<file path="config.mk">
export PLATFORM = sky130hd
export DESIGN_NAME = ibuf2bkd
export DESIGN_NICKNAME = d
export VERILOG_FILES = /design/src/rtl/ibuf2bkd.sv
export SDC_FILE = /design/constraint.sdc
export NUM_CORES = 1
export LEC_CHECK = 0
export CORE_MARGIN = 2
export CORE_UTILIZATION = 40
export DETAILED_ROUTE_END_ITERATION = 10
export PLACE_DENSITY = 0.67
export SLEW_MARGIN = 10
export SYNTH_ARGS = -nofsm -noshare
export SYNTH_HDL_FRONTEND = slang
export SYNTH_SLANG_ARGS = --single-unit
</file>
<file path="constraint.sdc">
create_clock -name clk -period 7.41 [get_ports clk]
set_input_delay 0.741 -clock clk [delete_from_list [all_inputs] [get_ports clk]]
set_output_delay 0.741 -clock clk [all_outputs]
set_load 0.1 [all_outputs]
</file>
<file path="src/rtl/ibuf2bkd.sv">
// ibuf2bkd: streams committed ibuf packets (descriptor + payload) to the backend as AXI4-Stream
// and returns consumed slots to the writer through committed_cons.
module ibuf2bkd #(
    parameter int BW = 10
) (
    input  logic          clk,
    input  logic          rst,
    output logic [BW-1:0] rd_addr,
    input  logic [63:0]   rd_data,
    input  logic [BW:0]   committed_prod,
    output logic [BW:0]   committed_cons,
    input  logic          bkd_rdy,
    output logic          activity,
    output logic [63:0]   m_axis_tdata,
    output logic [7:0]    m_axis_tstrb,
    output logic [127:0]  m_axis_tuser,
    output logic          m_axis_tvalid,
    output logic          m_axis_tlast,
    input  logic          m_axis_tready
);
    localparam int AW = BW + 1;

    typedef enum logic [2:0] {S_INIT, S_WAIT, S_IDLE, S_HDR, S_DESC, S_DATA, S_COMMIT} state_t;
    state_t state, state_nx;

    logic          rdy_s1, rdy_s2;
    logic [AW-1:0] rd_ptr;
    logic [12:0]   nw, issued, sent;
    logic [7:0]    strb_last;
    logic          data_v;
    logic [63:0]   fifo [2];
    logic          wp, rp;
    logic [1:0]    cnt;
    logic          pop, push, issue, room;
    logic [15:0]   d_len;
    logic [12:0]   d_nw;

    assign d_len = rd_data[47:32];
    assign d_nw  = 13'((17'(d_len) + 17'd7) >> 3);
    assign pop   = m_axis_tvalid & m_axis_tready;
    assign push  = data_v;
    // A read may only be issued if its data will still fit once it lands next cycle.
    assign room  = (cnt + 2'(data_v) - 2'(pop)) <= 2'd1;
    assign issue = (state == S_DESC) ? (d_len != 16'd0) : (state == S_DATA) && room && (issued != nw);

    assign rd_addr       = rd_ptr[BW-1:0];
    assign m_axis_tvalid = cnt != 2'd0;
    assign m_axis_tdata  = fifo[rp];
    assign m_axis_tlast  = m_axis_tvalid && (sent == nw - 13'd1);
    assign m_axis_tstrb  = !m_axis_tvalid ? 8'h00 : m_axis_tlast ? strb_last : 8'hFF;
    assign activity      = pop;

    always_comb begin
        state_nx = state;
        case (state)
            S_INIT:   state_nx = S_WAIT;
            S_WAIT:   state_nx = rdy_s2 ? S_IDLE : S_WAIT;
            S_IDLE:   state_nx = !rdy_s2 ? S_WAIT : (committed_prod != committed_cons) ? S_HDR : S_IDLE;
            S_HDR:    state_nx = S_DESC;
            S_DESC:   state_nx = (d_len == 16'd0) ? S_IDLE : S_DATA;
            S_DATA:   state_nx = (issued == nw) ? S_COMMIT : S_DATA;
            S_COMMIT: state_nx = (pop && m_axis_tlast) ? S_IDLE : S_COMMIT;
            default:  state_nx = S_INIT;
        endcase
    end

    always_ff @(posedge clk) begin
        if (rst) begin
            state          <= S_INIT;
            rdy_s1         <= 1'b0;
            rdy_s2         <= 1'b0;
            rd_ptr         <= '0;
            committed_cons <= '0;
            nw             <= '0;
            issued         <= '0;
            sent           <= '0;
            strb_last      <= '0;
            m_axis_tuser   <= '0;
            data_v         <= 1'b0;
            fifo[0]        <= '0;
            fifo[1]        <= '0;
            wp             <= 1'b0;
            rp             <= 1'b0;
            cnt            <= '0;
        end else begin
            state  <= state_nx;
            rdy_s1 <= (state != S_INIT) && bkd_rdy;
            rdy_s2 <= (state != S_INIT) && rdy_s1;
            data_v <= issue;
            cnt    <= cnt + 2'(push) - 2'(pop);
            if (push) begin
                fifo[wp] <= rd_data;
                wp       <= ~wp;
            end
            if (pop) begin
                rp   <= ~rp;
                sent <= sent + 13'd1;
            end
            if (issue) rd_ptr <= rd_ptr + AW'(1);
            if (state == S_DATA && issue) issued <= issued + 13'd1;
            case (state)
                S_INIT: begin
                    rd_ptr         <= '0;
                    committed_cons <= '0;
                end
                S_IDLE: rd_ptr <= committed_cons;
                S_HDR:  rd_ptr <= committed_cons + AW'(1);
                S_DESC: begin
                    m_axis_tuser <= {96'd0, rd_data[23:16], rd_data[7:0], d_len};
                    nw           <= d_nw;
                    strb_last    <= (d_len[2:0] == 3'd0) ? 8'hFF : 8'hFF >> (4'd8 - {1'b0, d_len[2:0]});
                    issued       <= 13'(issue);
                    sent         <= '0;
                    if (d_len == 16'd0) committed_cons <= committed_cons + AW'(1);
                end
                S_COMMIT: if (pop && m_axis_tlast) committed_cons <= committed_cons + AW'(nw) + AW'(1);
                default: ;
            endcase
        end
    end
endmodule

</file>
Word-level counts from Yosys, hierarchy flattened

Memories as Yosys holds them, arrays and structs flattened. A register that Yosys moved wholly into a read port is not among the register bits.
Index checks and enable logic that the tools add are counted.

Flip-flop bits (word level): 111
Latch bits: 0
Memory bits (writable): 128
Bits in read-only memories: 0
Bits of input ports: 79
Memories kept: 1

Add/sub/neg operators: 11
Multipliers: 0
Divide/modulo/power cells: 0
Order comparisons: 1
Equal/unequal tests: 12
Shift-type cells: 1
Multiplexer cells: 28
Bitwise logic cells: 3
Reduce and logical (&&, ||, !) cells: 19

Memory list:

| memory | depth | width | rd ports | clocked after Yosys merged registers in | wr ports | RTL line | text |
|---|---|---|---|---|---|---|---|
| fifo   | 2     | 64    | 1        | 1                                       | 2        | 31       | `logic [63:0] fifo [2];` |

Operator list:

| operator                                            | number |
|---|---|
| one-hot mux 11 bit (3 select lines)                 | 2 |
| two-way mux 64 bit                                  | 1 |
| OR reduction 64 bit                                 | 1 |
| adder 11 x 1 -> 11 bit, second input constant       | 3 |
| two-way mux 11 bit                                  | 3 |
| adder 13 x 1 -> 13 bit, second input constant       | 2 |
| equality test 13 bit                                | 2 |
| two-way mux 8 bit                                   | 3 |
| one-hot mux 3 bit (7 select lines)                  | 1 |
| adder 16 x 3 -> 16 bit, second input constant       | 1 |
| logical NOT 16 bit                                  | 1 |
| nonzero test 16 bit                                 | 1 |
| two-way mux 1 bit                                   | 13 |
| inequality test 13 bit                              | 1 |
| subtractor 13 x 1 -> 13 bit, second input constant  | 1 |
| adder 11 bit                                        | 1 |
| inequality test 11 bit                              | 1 |
| equality test 3 bit, second input constant          | 3 |
| >> shifter 8 x 4 -> 8 bit, first input constant     | 1 |
| logical AND 1 bit                                   | 7 |
| equality test 3 x 2 -> 1 bit, second input constant | 2 |
| logical NOT 3 bit                                   | 2 |
| two-way mux 2 bit                                   | 3 |
| two-way mux 3 bit                                   | 2 |
| 14 further kinds                                    | 17 |

Logic depth before layout (Yosys ltp)

Gate-level depths: netlist of the first run.

Word-level depth: 10
Mapped depth: 15
Depth with buffers taken out: 13

Least setup slack after synthesis of the first run

No wires, ideal clock.

Kind: reg-to-reg
From: reg cnt[1]
To: reg rd_ptr[3]
Library setup time: 0.092 ns
Arrival: 4.301 ns
Data required time: 7.318 ns
Setup slack: 3.017 ns
Cell stages (with the launch flop): 16
Buffers on the path: 2
Period minus slack after synthesis: 4.393 ns
Cell sequence: dfxtp_1 > nor2_1 > inv_1 > and2_1 > clkbuf_1 > ha_1 > inv_1 > ha_1 > xor2_1 > xnor2_1 > and2_1 > a32oi_1 > clkbuf_1 > nor2_1 > xnor2_1 > o32ai_1

Word-level cells in the longest chain between the ends: 8

Ends and longest elaborated chain:

| item                                | RTL line | text |
|---|---|---|
| from (decl)                         | 33       | `logic [1:0] cnt;` |
| from (signal assigned)              | 90       | `cnt <= cnt + 2'(push) - 2'(pop);` |
| nonzero test 2 bit                  | 47       | `assign m_axis_tvalid = cnt != 2'd0;` |
| named net m_axis_tvalid             | 17       | `output logic m_axis_tvalid,` |
| AND 1 bit                           | 40       | `assign pop = m_axis_tvalid & m_axis_tready;` |
| named net activity                  | 13       | `output logic activity,` |
| subtractor 2 x 1 -> 2 bit           | 43       | `assign room = (cnt + 2'(data_v) - 2'(pop)) <= 2'd1;` |
| <= comparator 2 x 1 -> 1 bit        | 43       |  |
| logical AND 1 bit (2 in a row)      | 44       | `assign issue = (state == S_DESC) ? (d_len != 16'd0) : (state == S_DATA) && room && (issued != nw);` |
| two-way mux 1 bit                   | 44       |  |
| nonzero test 4 bit (no source line) | -        |  |
| to (signal assigned)                | 99       | `if (issue) rd_ptr <= rd_ptr + AW'(1);` |
| to (signal assigned)                | 106      | `S_IDLE: rd_ptr <= committed_cons;` |
| to (signal assigned)                | 107      | `S_HDR: rd_ptr <= committed_cons + AW'(1);` |
| to (decl)                           | 27       | `logic [AW-1:0] rd_ptr;` |

The timed path passes the listed nets, and every way through them passes these cells.
A chain may end at the register's enable or synchronous reset.

Worst setup path after layout of the first run

From: reg nw[0]
To: out m_axis_tlast

Word-level cells in the longest chain between the ends: 3

Ends and longest elaborated chain:

| item                        | RTL line | text |
|---|---|---|
| from (decl)                 | 28       | `logic [12:0] nw, issued, sent;` |
| from (signal assigned)      | 110      | `nw <= d_nw;` |
| subtractor 13 x 1 -> 13 bit | 49       | `assign m_axis_tlast = m_axis_tvalid && (sent == nw - 13'd1);` |
| equality test 13 bit        | 49       |  |
| logical AND 1 bit           | 49       |  |
| to (decl)                   | 18       | `output logic m_axis_tlast,` |

Every way passes these cells.

==> flow_metrics.tcl, run 1 <==
set metrics [dict create \
    status "finished, final reports clean" \
    cts_made_buffers 27 \
    fmaxAchievable_mhz 198 \
    whs_ns 0.428 \
    core-area_sq_um 31500 \
    insertion_delay_ns 0.55 \
    synth_compound_area_share_pct 10.3 \
    final.setup.tns_ns 0 \
    grt_pass1_vias 9110 \
    synth-edff-count 128 \
    via_per_inst 5.10 \
    final_common_cell "clkdlybuf4s50_1" \
    peakVddDrop_mv 0.175 \
    yosys-top-cells-area "edfxtp_1 (30%), dfxtp_1 (17%), and2_1 (6.7%)" \
    routed_wl_um 31900 \
    start_kind "flop" \
    final_nets 1551 \
    die_w_um 182 \
    end_kind "primary output" \
    cp_slowest_cell "clkdlybuf4s50_1" \
    die_area_sq_um 33300 \
    setup_viol 0 \
    cts_buffer_depth 3 \
    grt_max_degree 66 \
    period_minus_slack_ns 5.06 \
    synth_ff_type "edfxtp_1" \
    post_cts_buffers 0 \
    cts_root_buffer "clkbuf_16" \
    area_growth_pct 22.5 \
    synth_simple_gate_area_share_pct 18.9 \
    maxCapViolCount 0 \
    post_drt_wl_per_cell_um 17.0 \
    rsz0062_at_grt "false" \
    slew_viol_final 0 \
    cts.clk_slew.worst_paths_ns 0.06 \
    num_vias 9553 \
    hpwl_um 21600 \
    final_area_sq_um 15600 \
    slowest_delay_ns 1.23 \
    holdBufCountCts 0 \
    powerDensity_nw_per_um2 254 \
    antenna_cells 0 \
    avgSynthCellArea_sq_um 9.92 \
    fillers 2864 \
    synthXorXnorAreaFrac_pct 5.85 \
    worstMarginPinSlew_ns 1.15 \
    gp_congestion 0.907 \
    synthAdderAreaFrac_pct 2.22 \
    grt_pass1_wl_um 50000 \
    grt_overflow 0 \
    cp_max_fo 14 \
    ctsResizeCount 0 \
    muxShareOfSynthArea_pct 5.82 \
    die_h_um 182 \
    synth_cell_type_count 70 \
    antenna_found_initial 0 \
    synth_top_family_by_area "simple AND/OR/NAND/NOR gates" \
    drive_gt1_share_pct 9.04 \
    dr.pass1.iters 5 \
    ant_nets 0 \
    worstPathRequired_ns 6.67 \
    start_util_pct 40.5 \
    num_rows 65 \
    drc 0 \
    synth_top_cell_by_area "edfxtp_1" \
    setup_ws_ns 2.35 \
    synth_top_cell_area_share_pct 30.2 \
    cts_tree "done" \
    ys_seq_area_share_pct 47.6 \
    drtIter0Drc 639 \
    synth-async-reset-ratio_pct 0 \
    min_path_type "flop to flop" \
    period_share_pct 68.3 \
    mostFrequentLayoutCells "clkdlybuf4s50_1 (205), and2_1 (136), edfxtp_1 (128)" \
    numClockSinks 239 \
    netlist_area_sq_um 12700 \
    final_hold_viol_count 0 \
    htree_levels 1 \
    io_pins 303 \
    finClkSkew_ns 0.0116 \
    p_leak_uw 0.00584 \
    port_buffers 206 \
    crit_chain "inv_1 -> ha_1 -> nor2b_1 -> or3_1 -> a31oi_1 -> o2111a_1 -> and4_1 -> clkdlybuf4s50_1" \
    postSynthCellCount 1284 \
    max-slew-margin-rel_pct 23.4 \
    post_dp_cell_area_sq_um 14700 \
    grt_usage_pct 18.7 \
    arrival_ns 4.32 \
    yosysWarnings 0 \
    pre_cts_ws_ns 2.94 \
    ys_seq_elements 239 \
    critPathKind "flop to primary output" \
]
[worst paths after layout]
kind	from	endpoint	slack, ns	cells past startpoint
worst min-delay path	rdy_s1	rdy_s2	0.43	1
worst max register to register	cnt[1]	rd_ptr[1]	3.67	13
worst min register to register	rdy_s1	rdy_s2	0.43	1
worst max-delay path	nw[0]	m_axis_tlast	2.35	8
[synth_stat cells (all sizes together) (7+ instances only)]
library cell    n
edfxtp        128
nand3          25
nand2         109
dfxtp         111
nor3           26
and2          136
inv            36
nor2           82
nor4           18
a21oi          71
xnor2          36
or3            10
a211oi         23
nand2b         10
o32ai           7
buf           108
ha             21
and3           12
nand4          11
clkbuf         65
mux2           64
xor2           49
o21ai          34
[worst max-delay path: cells and delay by family (launching register included)]
family                   cells  cell delay [ns]
buffers and inverters        2             1.36
AO/OA/AOI/OAI                2             0.44
AND/OR/NAND/NOR              3             1.04
adder cells (fa/ha/maj)      1             0.40
flip-flops                   1             0.52
[routing by layer]
layer / wire length (um) / GRT usage (%)
met5: 0 / 0
met4: 690 / 4.42
met3: 1970 / 3.27
met2: 15100 / 31.4
met1: 14100 / 25.0
[metrics by stage]
step	instances	util [%]	power, uW
global placement	1823	46.7	2630
finish	1873	49.6	3960
global route	1873	49.6	4090
floorplan	1379	-	2430
CTS	1873	49.6	4000
detailed placement	1823	46.7	2630
[cell type report]
cell class / count / area (sq um) / area share [%]
tap: 402 / 503 / 3.22
clock inverter: 9 / 141 / 0.906
inverter: 37 / 139 / 0.890
timing repair buffer: 215 / 2120 / 13.6
multi-input combinational: 930 / 5860 / 37.5
clock buffer: 41 / 768 / 4.93
sequential: 239 / 6070 / 38.9
[logic make-up (layout without fill, tap and decap cells)]
| family | count (synthesis) | after routing |
|---|---|---|
| adder cells (fa/ha/maj) | 22 | 22 |
| AND/OR/NAND/NOR | 463 | 463 |
| other | 1 | 96 |
| buffers and inverters | 210 | 302 |
| XOR/XNOR | 85 | 85 |
| AO/OA/AOI/OAI | 198 | 198 |
| flip-flops | 239 | 239 |
| multiplexers | 66 | 66 |
[report_power, final]
part	switching (uW)	internal, uW
registers	16.4	1430
logic	914	243
clock network	542	823
total	1470	2490
[state kept, by name, indices dropped and copies added (netlist names), named ones only]
| name | cells |
|---|---|
| cnt | 2 |
| committed_cons | 11 |
| data_v | 1 |
| fifo | 128 |
| issued | 13 |
| m_axis_tuser | 32 |
| nw | 13 |
| rd_ptr | 10 |
| rdy_s1 | 1 |
| rdy_s2 | 1 |
| rp | 1 |
| sent | 13 |
| state | 3 |
| strb_last | 8 |
| wp | 1 |
Power figures use the tool's default switching activity.
==> inputs of run 2 (changes only) <==
--- a/config.mk
+++ b/config.mk
@@ -8,7 +8,7 @@
 export CORE_MARGIN = 2
 export CORE_UTILIZATION = 40
 export DETAILED_ROUTE_END_ITERATION = 10
-export PLACE_DENSITY = 0.67
+export PLACE_DENSITY = 0.69
 export SLEW_MARGIN = 10
 export SYNTH_ARGS = -nofsm -noshare
 export SYNTH_HDL_FRONTEND = slang
==> constraint.sdc (replaced) <==
create_clock -name clk -period 4.6 [get_ports clk]
set_input_delay 0.46 -clock clk [delete_from_list [all_inputs] [get_ports clk]]
set_output_delay 0.46 -clock clk [all_outputs]
set_load 0.1 [all_outputs]
==> run 2 against run 1 <==
Critical path depth unchanged. Total power up 58%. Sequential power rose by 65%. Critical path type unchanged. Largest cell class unchanged.
==> flow_metrics.tcl, run 2 (same netlist as run 1, synthesis figures left out) <==
set metrics [dict create \
    period_minus_slack_ns 4.10 \
    start_kind "flop" \
    drc 0 \
    cts_made_buffers 27 \
    num_vias 9688 \
    routed_wl_um 31900 \
    final.setup.tns_ns 0 \
    wl_met3_um 2190 \
    grt_pass1_vias 9246 \
    fillers 2847 \
    ctsResizeCount 0 \
    p_leak_uw 0.00585 \
    powerDensity_nw_per_um2 403 \
    max-slew-margin-rel_pct 23.7 \
    wl_met1_um 14300 \
    largest_reg_flops 128 \
    num_rows 65 \
    r2r_end "issued[11]" \
    rsz0062_at_grt "false" \
    arrival_ns 3.64 \
    port_buffers 206 \
    cts.clk_slew.worst_paths_ns 0.06 \
    holdBufCountCts 0 \
    drive_gt1_share_pct 9.59 \
    min_path_type "primary input to flop" \
    post_dp_cell_area_sq_um 14700 \
    antenna_found_initial 1 \
    post_cts_buffers 0 \
    drtIter0Drc 691 \
    rr_worst_depth 14 \
    period_share_pct 89.0 \
    dr.max_layer_used "met4" \
    grt_max_degree 65 \
    power.total_uw 6280 \
    htree_levels 1 \
    peakVddDrop_mv 0.284 \
    worstPathRequired_ns 4.14 \
    final_nets 1551 \
    final_hold_viol_count 0 \
    start_util_pct 40.5 \
    post_drt_wl_per_cell_um 17.0 \
    via_per_inst 5.17 \
    rrSetupSlack_ns 1.12 \
    die_h_um 182 \
    cts_root_buffer "clkbuf_16" \
    grt_overflow 0 \
    route.met2.wl_um 14800 \
    cts_buffer_depth 3 \
    grt_pass1_wl_um 49400 \
    r2r_start "cnt[1]" \
    io_pins 303 \
    finClkSkew_ns 0.0225 \
    ant_nets 0 \
    die_area_sq_um 33300 \
    dr.pass1.iters 5 \
    setup_viol 0 \
    hpwl_um 21600 \
    whs_endpoint "m_axis_tuser[3]" \
    insertion_delay_ns 0.55 \
    cts_tree "done" \
    numClockSinks 239 \
    final_common_cell "clkdlybuf4s50_1" \
    slew_viol_final 0 \
    core-area_sq_um 31500 \
    fmaxAchievable_mhz 244 \
    grt_usage_pct 18.4 \
    end_kind "primary output" \
    largestRegisters "fifo x128, m_axis_tuser x32" \
    mostFrequentLayoutCells "clkdlybuf4s50_1 (196), and2_1 (136), edfxtp_1 (128)" \
    top_register "fifo" \
    cp_max_fo 14 \
    hold_depth 2 \
    die_w_um 182 \
    worstMarginPinSlew_ns 1.14 \
    final_area_sq_um 15600 \
    hp-start "rst" \
    status "finished, final reports clean" \
    critPathKind "flop to primary output" \
    area_growth_pct 22.1 \
    gp_congestion 0.841 \
    maxCapViolCount 0 \
]
-- run 2: power by group --
group	internal, uW	switching [uW]	total [uW]
Combinational	377	1420	1800
Clock	1250	850	2100
Sequential	2300	75.7	2370
-- run 2: worst max path at each step --
stage	start	endpoint	slack [ns]
5_1_grt	nw[0]	m_axis_tstrb[0]	0.31
3_3_place_gp	cnt[1]	issued[11]	1.20
6_report	nw[0]	m_axis_tstrb[0]	0.50
3_5_place_dp	cnt[1]	issued[11]	1.11
4_1_cts	nw[0]	m_axis_tstrb[0]	0.52
2_1_floorplan	cnt[1]	rd_ptr[3]	0.21
-- run 2: per-layer routing --
| layer | vias up | GRT usage (%) |
|---|---|---|
| li1 | 4624 | - |
| met2 | 373 | 30.9 |
| met3 | 46 | 3.09 |
| met1 | 4645 | 24.5 |
| met5 | - | 0 |
| met4 | 0 | 4.90 |
-- run 2: cell type report --
type,instances,area (sq um),share of cell area (%)
antenna,1,2.50,0.0161
multi-input combinational,930,5860,37.6
timing repair buffer,215,2100,13.5
sequential,239,6070,39.0
inverter,37,139,0.893
tap,402,503,3.23
clock buffer,41,798,5.13
clock inverter,9,83.8,0.539
-- run 2: through the flow --
step	util, %	cells	hold slack, ns	setup WS (ns)
after floorplan	-	1379	0.406	0.207
after global placement	46.6	1823	0.413	1.20
after detailed placement	46.6	1823	0.411	1.11
after CTS	49.4	1873	0.366	0.524
after global routing	49.4	1874	0.379	0.308
final	49.4	1874	0.379	0.504
-- run 2: critical path, stage by stage, from the launching register on --
cell      delay (ns)
dfxtp_1         0.50
inv_1           0.13
ha_1            0.39
nor3b_1         0.24
or4_4           0.50
a211oi_1        0.27
and4_1          0.55
a21oi_1         0.21
buf_4           0.29
==> inputs of run 3 (changes only) <==
--- a/config.mk
+++ b/config.mk
@@ -8,7 +8,8 @@
 export CORE_MARGIN = 2
 export CORE_UTILIZATION = 40
 export DETAILED_ROUTE_END_ITERATION = 10
-export PLACE_DENSITY = 0.69
+export GPL_TIMING_DRIVEN = 1
+export PLACE_DENSITY = 0.67
 export SLEW_MARGIN = 10
 export SYNTH_ARGS = -nofsm -noshare
 export SYNTH_HDL_FRONTEND = slang
==> constraint.sdc (replaced) <==
create_clock -name clk -period 4.45 [get_ports clk]
set_input_delay 0.445 -clock clk [delete_from_list [all_inputs] [get_ports clk]]
set_output_delay 0.445 -clock clk [all_outputs]
set_load 0.1 [all_outputs]
==> run 3 against run 2 <==
Sequential power rose by 2%. Critical path type unchanged. Global-route usage rose by 0.16 points. Register-to-register slack got worse by 0.06 ns. Critical endpoint unchanged. Largest power group unchanged. Core utilization rose by 0.13 points.
==> flow_metrics.tcl, run 3 (same netlist as run 1, synthesis figures left out) <==
set metrics [dict create \
    max-slew-margin-rel_pct 20.7 \
    holdBufCountCts 0 \
    rsz0062_at_grt "false" \
    powerDensity_nw_per_um2 421 \
    cts_made_buffers 27 \
    arrival_ns 3.58 \
    start_util_pct 40.5 \
    hp-start "rst" \
    num_rows 65 \
    critPathKind "flop to primary output" \
    gp_congestion 0.879 \
    whs_endpoint "committed_cons[10]" \
    grt_pass1_wl_um 49600 \
    hold_depth 3 \
    grt_usage_pct 18.5 \
    final_common_cell "clkdlybuf4s50_1" \
    slowest_delay_ns 0.50 \
    period_minus_slack_ns 4.03 \
    dr.pass1.iters 5 \
    power.switching_uw 2450 \
    switching_share_pct 37.3 \
    grt_overflow 0 \
    ant_nets 0 \
    cp_max_fo 14 \
    largest_reg_flops 128 \
    finClkSkew_ns 0.0241 \
    die_area_sq_um 33300 \
    crit_chain "inv_1 -> ha_1 -> nor2b_1 -> or3_1 -> a31oi_1 -> o2111a_1 -> and4_1 -> a21oi_1 -> buf_4" \
    grt_max_degree 87 \
    final_nets 1553 \
    top_register "fifo" \
    mostFrequentLayoutCells "clkdlybuf4s50_1 (196), and2_1 (136), edfxtp_1 (128)" \
    cts_buffer_depth 3 \
    worstMarginPinSlew_ns 1.19 \
    cts.clk_slew.worst_paths_ns 0.06 \
    start_kind "flop" \
    setup_viol 0 \
    p_leak_uw 0.00588 \
    ff_latch_area_sq_um 6070 \
    antenna_found_initial 1 \
    largestRegisters "fifo x128, m_axis_tuser x32" \
    hpwl_um 21700 \
    fmaxAchievable_mhz 248 \
    post_dp_cell_area_sq_um 14700 \
    power.total_uw 6570 \
    numClockSinks 239 \
    htree_levels 1 \
    post_cts_buffers 0 \
    p_int_uw 4120 \
    final.setup.tns_ns 0 \
    peakVddDrop_mv 0.323 \
    cts_root_buffer "clkbuf_16" \
    period_share_pct 90.5 \
    rr_worst_depth 13 \
    final_hold_viol_count 0 \
    cts_tree "done" \
    min_path_type "primary input to flop" \
    port_buffers 206 \
    die_w_um 182 \
    drive_gt1_share_pct 9.98 \
    fillers 2904 \
    routed_wl_um 32300 \
    die_h_um 182 \
    core-area_sq_um 31500 \
    area_growth_pct 22.5 \
    slew_viol_final 0 \
    post_drt_wl_per_cell_um 17.2 \
    insertion_delay_ns 0.54 \
    multiInputGateArea_sq_um 5860 \
    end_kind "primary output" \
    final_area_sq_um 15600 \
    status "finished, final reports clean" \
    grt_pass1_vias 8977 \
    via_per_inst 5.11 \
    io_pins 303 \
    r2r_end "issued[9]" \
    drc 0 \
    num_vias 9583 \
    clkPwrFrac_pct 34.1 \
    r2r_start "cnt[1]" \
    cp_slowest_cell "dfxtp_1" \
    path_buf_inv 2 \
    combPwrFrac_pct 29.0 \
    ctsResizeCount 0 \
    antenna_cells 0 \
    maxCapViolCount 0 \
    rrSetupSlack_ns 1.06 \
    drtIter0Drc 634 \
    share_seq_of_total_power_pct 36.9 \
    worstPathRequired_ns 4.01 \
    crit_family "simple AND/OR/NAND/NOR gates" \
]
==> run 3: cell types whose count changed in the layout (fill, tap and decap cells not counted) <==
cell,previous run,this run
buf_12,0,1
buf_4,18,19
bufinv_16,1,2
clkbuf_1,7,5
clkinv_1,5,3
clkinv_2,2,5
dfxtp_2,0,1
dfxtp_4,1,0
diode_2,1,0
inv_16,1,0
inv_6,0,1
==> run 3: final cells by class <==
class                   instances  area share [%]
clock buffers                  39            5.07
clock inverters                11           0.706
inverters                      37           0.891
multi-input cells             930            37.5
flip-flops and latches        239            38.9
well taps                     402            3.23
repair buffers                217            13.7
==> run 3: routing by layer <==
layer,vias to the layer above,track usage [%],share of wire (%)
li1,4627,-,-
met1,4593,25.4,46
met2,319,30.5,46
met3,44,2.99,6.2
met4,0,4.87,2.0
met5,-,0,0
==> run 3: worst max-delay path by stage <==
stage,cells past startpoint,slack (ns),from,endpoint
after floorplan,15,0.06,cnt[1],rd_ptr[3]
final,9,0.42,nw[0],m_axis_tstrb[0]
after detailed placement,9,0.99,nw[0],m_axis_tstrb[0]
after global routing,9,0.22,nw[0],m_axis_tstrb[0]
after global placement,9,1.09,nw[0],m_axis_tstrb[0]
after CTS,9,0.40,nw[0],m_axis_tstrb[0]
==> run 3: stage by stage <==
step,setup WS [ns],std cells,util [%],hold slack (ns)
after floorplan,0.0567,1379,-,0.406
after global placement,1.09,1825,46.7,0.413
after detailed placement,0.985,1825,46.7,0.422
after CTS,0.405,1875,49.5,0.293
after global routing,0.221,1875,49.5,0.306
final,0.421,1875,49.5,0.312
==> run 3: worst min-delay path, stage by stage <==
cell and delay [ns]:
buf_2 0.09, inv_2 0.11, o221a_2 0.15
==> run 3: power by group through the flow <==
stage	registers [uW]	clock network [uW]	logic [uW]
2_1_floorplan	2480	0	1570
5_1_grt	2430	2380	1960
3_3_place_gp	2470	0	1900
4_1_cts	2420	2290	1910
3_5_place_dp	2470	0	1910
6_report	2420	2240	1910
==> edit 1, RTL diff (config.mk and constraints of run 3) <==
Set the parameter `BW` to 12 (it was 10).
--- a/src/rtl/ibuf2bkd.sv
+++ b/src/rtl/ibuf2bkd.sv
@@ -1,7 +1,7 @@
 // ibuf2bkd: streams committed ibuf packets (descriptor + payload) to the backend as AXI4-Stream
 // and returns consumed slots to the writer through committed_cons.
 module ibuf2bkd #(
-    parameter int BW = 10
+    parameter int BW = 12
 ) (
     input  logic          clk,
     input  logic          rst,
Interface: changed (resized committed_cons, committed_prod and rd_addr); port bits go from 303 to 309. The function was not compared with the original's and may differ.
==> edit 1 against run 3 <==
First-iteration DRC count up 2.7%; setup slack better by 0.043 ns; total power down 1.6%; die area up 3.3%; register-to-register slack better by 0.06 ns; routed wire length up 3.3%; synthesized cell count up 4.2%; count of clock-buffer cells in the layout down 1; final area up 3.0%; cell count up 5.3%; synthesized area up 3.4%; non-clock buffer count up 9; sequential cell count up 4.
==> edit 1: results (changes against run 3) <==
| Metric | Value |
|---|---|
| Status | completed (unchanged) |
| Area contributors post-synth | edfxtp_1 29%, dfxtp_1 17%, and2_1 6.4%, mux2_2 5.6%, buf_4 5.5% (was edfxtp_1 30%, dfxtp_1 17%, and2_1 6.7%, buf_4 5.8%, mux2_2 5.7%) |
| Global placement routability congestion | 0.870 (was 0.879) |
| Pint | 0.00404 W (was 0.00412 W) |
| Cell Area, Placed | 15200 sq um (was 14700 sq um) |
| Largest net degree at the start of global routing | 68 (was 87) |
| Slew @ Worst Pin | 1.08 ns (was 1.19 ns) |
| P_leak | 6.01 nW (was 5.88 nW) |
| Area of the multi-input gates | 6210 sq um (was 5860 sq um) |
| Adder-cell area share of the yosys netlist | 2.43% (was 2.22%) |
| Crit path arrival time | 3.54 ns (was 3.58 ns) |
| VDD IR max | 265 uV (was 323 uV) |
| First-pass GRT wire length | 51600 um (was 49600 um) |
| Fin Hold WS | 0.346 ns (was 0.312 ns) |
| Commonest cells post-synth | 135 x and2_1, 128 x edfxtp_1, 125 x nand2_1 (was 136 x and2_1, 128 x edfxtp_1, 111 x dfxtp_1) |
| Dpl hpwl | 22900 um (was 21700 um) |
| Fillers | 2989 (was 2904) |
| IO buf count | 212 (was 206) |
| Mux contribution to synthesized area | 5.79% (was 5.82%) |
| Layout Nets | 1617 (was 1553) |
| Yosys cell types | 76 (was 70) |
| Clock skew | 0.0213 ns (was 0.0241 ns) |
| Vias per inst | 5.03 (was 5.11) |
| Post-Synth XOR/XNOR Area | 6.32% (was 5.85%) |
| FF-to-FF setup slack | 1.12 ns (was 1.06 ns) |
| CP max-delay cell | or4_1 (was dfxtp_1) |
| Compound-Gate Fraction of Synth Area | 10.1% (was 10.3%) |
| Post-synthesis sequential area ratio | 46.7% (was 47.6%) |
| Total track usage | 18.8% (was 18.5%) |
| Worst path max stage delay | 0.62 ns (was 0.50 ns) |
| Drt total wl | 33300 um (was 32300 um) |
edit 1: power groups by stage:
stage / clock network [W] / registers, W / logic (W)
floorplan: 0 / 0.00251 / 0.00157
global placement: 0 / 0.00249 / 0.00192
detailed placement: 0 / 0.00249 / 0.00192
CTS: 0.00215 / 0.00244 / 0.00193
global route: 0.00225 / 0.00245 / 0.00198
finish: 0.00211 / 0.00244 / 0.00192
edit 1: stage by stage:
stage / std cells / worst slack, ns
after floorplan: 1433 / 0.0851
after global placement: 1924 / 1.09
after CTS: 1974 / 0.476
after detailed placement: 1924 / 0.922
final: 1974 / 0.465
after global routing: 1974 / 0.150
edit 1: routing by layer:
metal  wire length, um  global-route usage [%]
met1             14300                    24.8
met5                 0                       0
met2             15500                    31.9
met4               387                    3.33
met3              3150                    4.25
edit 1: final timing paths:
check / endpoint / cells past startpoint / startpoint
max: m_axis_tstrb[1] / 10 / nw[0]
min: wp / 2 / rst
max reg2reg: committed_cons[1] / 11 / nw[0]
min reg2reg: rdy_s2 / 1 / rdy_s1
edit 1: kinds of logic (layout without fill, tap and decap cells):
logic type,after synthesis,count (layout)
other,1,96
DFF,243,243
adders and majority gates,25,25
buffers and inverters,206,305
and+or+nand+nor,501,501
muxes,68,68
AOI/OAI and AO/OA,199,199
xor gates and xnor gates,95,95
edit 1: cell type report:
cell class | count | share of cell area (%)
clock buffers | 38 | 4.65
well taps | 442 | 3.44
inverters | 29 | 0.678
flip-flops and latches | 243 | 38.3
clock inverters | 12 | 0.553
repair buffers | 226 | 13.8
multi-input cells | 984 | 38.7
edit 1: worst reg2reg max path: cells and delay by family (launching register included):
kind                       cells  cell delay, ns
AOI/OAI and AO/OA              3            0.90
adders and majority gates      1            0.27
buffers and inverters          2            0.39
DFF                            1            0.52
and+or+nand+nor                5            1.09
==> edit 2, RTL diff (settings of run 3) <==
Made on the original files. The 7 states of `state_t` get a one-hot encoding in 7 bits.
--- a/src/rtl/ibuf2bkd.sv
+++ b/src/rtl/ibuf2bkd.sv
@@ -20,7 +20,7 @@
 );
     localparam int AW = BW + 1;
 
-    typedef enum logic [2:0] {S_INIT, S_WAIT, S_IDLE, S_HDR, S_DESC, S_DATA, S_COMMIT} state_t;
+    typedef enum logic [6:0] {S_INIT = 7'b0000001, S_WAIT = 7'b0000010, S_IDLE = 7'b0000100, S_HDR = 7'b0001000, S_DESC = 7'b0010000, S_DATA = 7'b0100000, S_COMMIT = 7'b1000000} state_t;
     state_t state, state_nx;
 
     logic          rdy_s1, rdy_s2;
Function: no difference found for any inputs over 4 cycles, from zero or initial values and one cycle with rst high; so few cycles prove little.
==> edit 2 against run 3 <==
Non-clock buffer count rose by 4; routed wire length grew 3.2%; first-iteration DRC count rose by 23%; synthesized area grew 1.8%; setup slack worse by 0.062 ns; total power is 3.2% lower; die area grew 1.8%; sequential cell count grew 4; combinational power shrank 14%; final area increased by 1.8%; critical endpoint is now m_axis_tstrb[6]; sequential power is 2% higher.
==> edit 2: results (changes against run 3) <==
| Metric | Value |
|---|---|
| Avg Cell Area, Syn | 9.88 sq um (was 9.92 sq um) |
| Total grt overflow | 0 (unchanged) |
| Hold Path Class | in2reg (unchanged) |
| Post-synthesis sequential area ratio | 47.4% (was 47.6%) |
| Initial drt markers | 782 (was 634) |
| Share of cells above drive strength 1 | 10.2% (was 9.98%) |
| Worst-path fanout max | 17 (was 14) |
| Slew margin rel. | 29.2% (was 20.7%) |
| Number of global-route vias before repair | 9270 (was 8977) |
| Clock transition at path regs | 0.06 ns (about the same) |
| Clock skew | 0.0133 ns (was 0.0241 ns) |
| Detailed-router iteration count before antenna repair | 5 (unchanged) |
| Area contributors post-synth | edfxtp_1 30%, dfxtp_1 18%, and2_1 6.2%, mux2_2 5.6%, buf_4 5.6% (was edfxtp_1 30%, dfxtp_1 17%, and2_1 6.7%, buf_4 5.8%, mux2_2 5.7%) |
| Biggest regs | fifo x128, m_axis_tuser x32 (unchanged) |
| Crit path arrival time | 3.65 ns (was 3.58 ns) |
| Cell Area, Placed | 15000 sq um (was 14700 sq um) |
| Ys flop type | edfxtp_1 (unchanged) |
| Clock root buffer | clkbuf_16 (unchanged) |
| Final max-slew violation count | 0 (unchanged) |
| IO buf count | 206 (unchanged) |
| Largest net degree at the start of global routing | 76 (was 87) |
| Total CTS buffers | 28 (was 27) |
| VDD IR max | 284 uV (was 323 uV) |
| H-tree depth | 1 (unchanged) |
| Dpl hpwl | 22600 um (was 21700 um) |
| P_leak | 6.05 nW (was 5.88 nW) |
| First-pass GRT wire length | 51500 um (was 49600 um) |
| Pre-CTS setup slack | 0.692 ns (was 0.985 ns) |
| Commonest cells post-synth | 129 x and2_1, 128 x edfxtp_1, 115 x dfxtp_1 (was 136 x and2_1, 128 x edfxtp_1, 111 x dfxtp_1) |
| Initial antenna violation count | 0 (was 1) |
| Post-CTS Resized | 0 (unchanged) |
| Drt total wl | 33300 um (was 32300 um) |
| Status | completed (unchanged) |
| Buffer depth of the longest clock path | 3 (unchanged) |
| Ant diodes | 0 (unchanged) |
| Vias per inst | 5.18 (was 5.11) |
| Clk_lat worst skew | 0.56 ns (was 0.54 ns) |
| Yosys warns | 0 (unchanged) |
| Dpl cells | 1855 (was 1825) |
| Total track usage | 18.9% (was 18.5%) |
| Layout Nets | 1585 (was 1553) |
| Number of flops mapped to enable cells by yosys | 128 (unchanged) |
| Vias | 9886 (was 9583) |
| Async set-reset flop share out of synthesis | 0% (unchanged) |
| Yosys cell types | 66 (was 70) |
| Global placement routability congestion | 0.842 (was 0.879) |
| Post-CTS setup repair buffer count | 0 (unchanged) |
## edit 2: cell count changes after synthesis, moves of 7 or more
cell     delta
and2_1      -7
nand3_1    +10
inv_1       -8
o31ai_1     +9
nor2_1     +24
nand4_1    +18
nor2b_1     +8
o21ai_0     -9
a21oi_1    -13
xnor2_1     +8
## edit 2: through the flow
| stage | power (W) | utilization [%] |
|---|---|---|
| after detailed placement | 0.00417 | 47.2 |
| after CTS | 0.00641 | 50.1 |
| after global routing | 0.00656 | 50.1 |
| after global placement | 0.00416 | 47.2 |
| after floorplan | 0.00391 | - |
| final | 0.00636 | 50.1 |
## edit 2: worst paths after layout
check | to | slack, ns | start | depth (start not counted)
max | m_axis_tstrb[6] | 0.36 | nw[0] | 10
min | state[1] | 0.28 | rst | 2
max reg2reg | committed_cons[1] | 0.90 | nw[0] | 9
min reg2reg | strb_last[0] | 0.45 | strb_last[0] | 2
## edit 2: cells by family (layout without fill, tap and decap cells)
logic type      count (synthesis)  after routing  share of synthesized area, %
fa+ha+maj                      23             23                          2.28
other cells                     1             96                        0.0289
compound gates                175            175                          8.94
simple gates                  510            510                          20.5
xor+xnor                       89             89                          6.01
flops                         243            243                          47.4
mux                            69             69                          5.99
buf+inv                       202            300                          8.81
## edit 2: routing by layer
metal	share of wire (%)	wire length [um]	vias to the layer above	global-route usage (%)
met5	0	0	-	0
met4	2.5	821	0	4.77
met2	46	15400	387	31.6
met1	44	14600	4680	25.2
li1	-	-	4762	-
met3	7.6	2530	57	3.65
## edit 2: area by class of cell
cell class	count	area, sq um
fillers	2925	15800
flip-flops and latches	243	6150
multi-input cells	962	6070
repair buffers	221	2150
clock buffers	33	759
well taps	402	503
clock inverters	19	154
inverters	27	101
## edit 2: power by group
part	switching, W	internal, W
registers	0.0000553	0.00241
logic	0.00130	0.000351
clock network	0.000956	0.00128
## edit 2: worst max-delay path, cell delays in order, from the launching register on
cell and delay (ns):
dfxtp_1 0.36, inv_1 0.12, ha_1 0.23, or4b_1 0.55, or4_4 0.55, a211oi_2 0.20
nor2b_1 0.11, or4_4 0.56, nor2_1 0.14, nor2_1 0.05, buf_4 0.23
